==> src/rtl/div_52x26_quotient.sv <==
`default_nettype none
// ============================================================================
//  Module      : div_52x26_quotient
//  Description : Iterative restoring divider, 2*WIDTH / WIDTH -> WIDTH quotient
//                and remainder, one quotient bit per clock.
//                Optional macro DIV_OVF_CHECK_EN: early-out with ovf=1 on
//                out-of-range dividend or zero divisor.
//  Revision    : 1.0  initial release
// ============================================================================
module div_52x26_quotient #(
    parameter int WIDTH = 26
) (
    input  logic               clk,
    input  logic               rst,
    input  logic               start,
    input  logic [2*WIDTH-1:0] a,
    input  logic [WIDTH-1:0]   b,
    output logic [WIDTH-1:0]   q,
    output logic [WIDTH-1:0]   r,
    output logic               busy,
    output logic               ready,
    output logic               ovf
);

    localparam int            CW          = $clog2(WIDTH + 1);
    localparam logic [CW-1:0] c_last_step = CW'(WIDTH - 1);

    typedef enum logic [1:0] {
        S_IDLE = 2'd0,
        S_RUN  = 2'd1,
        S_DONE = 2'd2
    } state_t;

    state_t           r_state;
    logic [WIDTH-1:0] r_rem;
    logic [WIDTH-1:0] r_quo;
    logic [WIDTH-1:0] r_div;
    logic [CW-1:0]    r_count;

    logic [WIDTH:0]   w_shift;
    logic             w_ge;
    logic [WIDTH-1:0] w_sub;
    logic [WIDTH-1:0] w_rem_next;
    logic [WIDTH-1:0] w_quo_next;
    logic             w_range_err;

    // The shifted partial remainder keeps its carry bit: rem may be 2^W-1
    // before the shift, so the compare against the divisor needs W+1 bits.
    assign w_shift    = {r_rem, r_quo[WIDTH-1]};
    assign w_ge       = (w_shift >= {1'b0, r_div});
    assign w_sub      = w_shift[WIDTH-1:0] - r_div;
    assign w_rem_next = w_ge ? w_sub : w_shift[WIDTH-1:0];
    assign w_quo_next = {r_quo[WIDTH-2:0], w_ge};

`ifdef DIV_OVF_CHECK_EN
    assign w_range_err = (a[2*WIDTH-1:WIDTH] >= b);
`else
    assign w_range_err = 1'b0;
`endif

    always_ff @(posedge clk) begin
        if (rst) begin
            r_state <= S_IDLE;
            r_rem   <= '0;
            r_quo   <= '0;
            r_div   <= '0;
            r_count <= '0;
            q       <= '0;
            r       <= '0;
            busy    <= 1'b0;
            ready   <= 1'b0;
            ovf     <= 1'b0;
        end else begin
            ready <= 1'b0;
            case (r_state)
                S_RUN: begin
                    r_rem   <= w_rem_next;
                    r_quo   <= w_quo_next;
                    r_count <= r_count + CW'(1);
                    if (r_count == c_last_step) begin
                        r_state <= S_DONE;
                        busy    <= 1'b0;
                        ready   <= 1'b1;
                        q       <= w_quo_next;
                        r       <= w_rem_next;
                    end
                end
                default: begin
                    // IDLE and DONE both accept, so back-to-back requests see no bubble.
                    if (start) begin
                        r_div   <= b;
                        r_rem   <= a[2*WIDTH-1:WIDTH];
                        r_quo   <= a[WIDTH-1:0];
                        r_count <= '0;
                        ovf     <= w_range_err;
                        if (w_range_err) begin
                            r_state <= S_DONE;
                            ready   <= 1'b1;
                            q       <= '1;
                            r       <= '0;
                        end else begin
                            r_state <= S_RUN;
                            busy    <= 1'b1;
                        end
                    end else begin
                        r_state <= S_IDLE;
                    end
                end
            endcase
        end
    end

endmodule
`default_nettype wire

==> config.mk <==
export PLATFORM = sky130hd
export DESIGN_NAME = div_52x26_quotient
export DESIGN_NICKNAME = d
export VERILOG_FILES = /design/src/rtl/div_52x26_quotient.sv
export SDC_FILE = /design/constraint.sdc
export NUM_CORES = 1
export LEC_CHECK = 0
export BUFFER_PORTS_ARGS = -buffer_cell sky130_fd_sc_hd__buf_4
export CAP_MARGIN = 20
export CORE_MARGIN = 3
export CORE_UTILIZATION = 51
export DETAILED_ROUTE_END_ITERATION = 10
export GPL_TIMING_DRIVEN = 0
export PLACE_DENSITY = 0.73
export SYNTH_ARGS = -nofsm -noshare
export SYNTH_HDL_FRONTEND = slang
export SYNTH_SLANG_ARGS = --single-unit
export TNS_END_PERCENT = 20
==> constraint.sdc <==
create_clock -name clk -period 2.39 [get_ports clk]
set_input_delay 0.1195 -clock clk [delete_from_list [all_inputs] [get_ports clk]]
set_output_delay 0.1195 -clock clk [all_outputs]
set_load 0.005 [all_outputs]
==> results.py <==
metrics = {
    "cts": {
        "clk_latency_ps": 430,
        "cts.sinks": 139,
        "cts_tree": "built",
        "clk_pin_slew_ps": 60,
        "clockRootBuffer": "clkbuf_16",
        "cts_buffer_depth": 2,
        "htreeDepth": 4,
        "cts_buffers": 17,
    },
    "worst_setup_path": {
        "cp-end-kind": "flip-flop",
        "worst_setup_path_start_kind": "flip-flop",
        "path_class": "reg2reg",
        "crit_fanout": 3,
        "cp.required_ps": 2720,
        "cp.arrival_ps": 2910,
    },
    "detailed_routing": {
        "drcViolationCount": 0,
        "wl_per_cell_um": 19.4,
        "ant_nets": 0,
        "finalWirelength_um": 24700,
        "vias": 7536,
        "first_pass_iters": 6,
        "routed_via_density": 5.92,
        "dr.first_iter.drc_count": 664,
    },
    "yosys": {
        "yosysWarnings": 0,
        "synthCells": 871,
        "ys.flop_type": "dfxtp_1",
        "ys_seq_elements": 139,
        "synth_edf_count": 0,
        "synth.avg_cell_area_sq_um": 8.25,
        "synth_area_sq_um": 7190,
        "ys_top_cells_by_area": "dfxtp_1 39%, a211oi_1 9.1%, mux2i_1 7.2%",
        "yosys.area.top_type": "dfxtp_1",
        "ys_types": 65,
        "async_flop_share_pct": 0,
        "seq_area_frac_synth_pct": 38.7,
        "synth_fp_nets": 981,
        "synth_top_area_share_pct": 38.7,
    },
    "place": {
        "dpl.hpwl_um": 15600,
        "place_congestion": 0.966,
        "io_buffers": 132,
        "placed_area_sq_um": 8410,
    },
    "global_routing": {
        "track_usage_pct": 30.1,
        "grt_max_degree": 17,
        "antenna_found_initial": 0,
        "grt_overflow_total": 0,
        "grt_pass1_wl_um": 37900,
        "grt_pass1_vias": 7276,
    },
    "final_layout": {
        "utilization_pct": 76.6,
        "fin_area_sq_um": 10300,
        "final_nets": 1194,
        "num_antenna_cells": 0,
        "drive_gt1_share_pct": 30.7,
        "syn2layout_area_growth_pct": 43.9,
    },
    "timing": {
        "finClkSkew_ps": 6.29,
        "whs_ps": 42.5,
        "timing.fmax_ghz": 0.387,
        "maxSlewHeadroom_pct": 28.2,
        "tightest_slew_ps": 1070,
        "rsz0062_at_grt": "true",
        "hold_viol_final": 0,
        "fin_crit_ps": 2590,
        "slew_violations": 0,
        "setup_violations": 47,
        "final.period_utilization_pct": 108,
        "layout_setup_ws_ps": -196,
        "finalSetupTns_ps": -5880,
    },
    "outcome": {
        "status": "finished with violations",
        "failed_checks": "negative setup slack",
    },
    "floorplan": {
        "die_w_um": 125,
        "initial_core_util_pct": 53.2,
        "die_h_um": 125,
        "coreArea_sq_um": 13500,
        "rows": 42,
        "die_area_sq_um": 15600,
        "io_pins": 136,
    },
    "power_and_ir_drop": {
        "leakagePower_nw": 4.11,
        "peakVddDrop_mv": 0.672,
        "power_density_nw_per_um2": 837,
    },
    "min_path": {
        "hold_class": "in2reg",
    },
    "run": {
        "drv_cap": 0,
    },
}
## layout by cell type, fill, tap and decap left out, types with 4 or more instances in the layout
master,n
a211oi_1,72
a211oi_2,15
a21o_1,14
a21oi_1,78
a21oi_2,9
a21oi_4,4
a31oi_1,4
buf_1,6
buf_4,167
clkbuf_1,43
clkbuf_16,17
clkbuf_2,5
clkinvlp_4,4
dfxtp_1,123
dfxtp_2,16
dlygate4sd3_1,27
ha_1,10
ha_2,5
ha_4,13
inv_1,26
inv_2,6
mux2i_1,34
mux2i_2,5
mux2i_4,13
nand2_1,125
nand2b_1,5
nand3_1,11
nand4_1,8
nor2_1,74
nor2b_1,23
nor3_1,5
o21a_1,4
o21ai_0,7
o21ai_1,9
o21ai_2,5
or3_1,4
xnor2_1,7
xor2_1,8
## cells by family (layout without fill, tap and decap cells)
| group | count (synthesis) | after routing | share of synthesized area, % |
|---|---|---|---|
| and+or+nand+nor | 286 | 286 | 18.0 |
| AOI/OAI and AO/OA | 250 | 250 | 23.0 |
| DFF | 139 | 139 | 38.7 |
| buffers and inverters | 94 | 319 | 5.36 |
| muxes | 52 | 52 | 7.24 |
| adders and majority gates | 29 | 29 | 5.15 |
| xor gates and xnor gates | 20 | 20 | 2.44 |
| other | 1 | 1 | 0.0522 |
## worst max-delay path: stages, from the launching register on
cell and delay (ps):
dfxtp_2 340, inv_2 50, ha_4 160, fa_2 360, nor2b_2 140, o21a_1 200, o21ai_4 90, a21oi_4 170
o41ai_4 120, o31ai_4 250, mux2i_1 210, o21ai_1 110, a311oi_1 280
## layer usage
layer | up-vias | global-route usage (%) | routed length, um
met5 | - | 0 | 0
met4 | 0 | 15.6 | 1150
met3 | 83 | 6.26 | 1890
met2 | 366 | 46.4 | 11200
met1 | 3571 | 39.6 | 10500
li1 | 3516 | - | -
## state kept, by name, summed over array words and instances, names as in the netlist
name,count
busy,1
q,26
r,26
r_count,5
r_div,26
r_quo,26
r_rem,26
r_state,2
ready,1
## synthesized netlist by cell type, types with 3 or more instances
master,instances
a211oi_1,87
a21o_1,14
a21oi_1,90
a31oi_1,4
and3_1,3
buf_1,9
buf_2,5
clkbuf_1,44
dfxtp_1,139
ha_1,28
inv_1,32
mux2i_1,52
nand2_1,125
nand2b_1,5
nand3_1,13
nand4_1,8
nor2_1,76
nor2b_1,25
nor3_1,8
o21a_1,4
o21ai_0,14
o21ai_1,7
o21bai_1,4
o31ai_1,3
or3_1,4
xnor2_1,10
xor2_1,10
## where the power goes
group	total (W)	internal, W	leakage (nW)	switching, W
sequential	0.00259	0.00245	1.14	0.000137
clock	0.00264	0.00157	0.272	0.00107
combinational	0.00342	0.00163	2.69	0.00180
## through the flow
stage               std cells  setup slack, ps  total power (W)
finish                   1272             -196          0.00865
global route             1272             -311          0.00892
CTS                      1262             -230          0.00813
detailed placement       1179             -451          0.00470
global placement         1179             -439          0.00469
floorplan                 871            -56.8          0.00415
## path summary, 6_finish.rpt
kind	from	to	slack, ps	depth (start not counted)
hold / removal	a[44]	r_rem[18]$_SDFFE_PP0P_	40	3
hold reg to reg	q[6]$_SDFFE_PP0P_	q[6]$_SDFFE_PP0P_	450	2
setup / recovery	r_quo[25]$_SDFFE_PP0P_	r[24]$_SDFFE_PP0P_	-200	12
setup reg to reg	r_quo[25]$_SDFFE_PP0P_	r[24]$_SDFFE_PP0P_	-200	12
## area by class of cell
type / instances / area [sq um]
Buffer: 58 / 241
Fill cell: 980 / 3160
Inverter: 32 / 120
Clock buffer: 19 / 443
Tap cell: 176 / 220
Clock inverter: 12 / 139
Multi-Input combinational cell: 638 / 4760
Sequential cell: 139 / 2800
Timing Repair Buffer: 198 / 1620
## what timing repair did
item                       CTS  global route
pin swaps                   43            33
buffers inserted            23            15
gates cloned                 2             0
resized for setup           98            78
setup endpoints to repair   54            80
hold buffers                27             0
hold endpoints to repair    27             0
No activity file was read; power rests on OpenSTA's default activity.
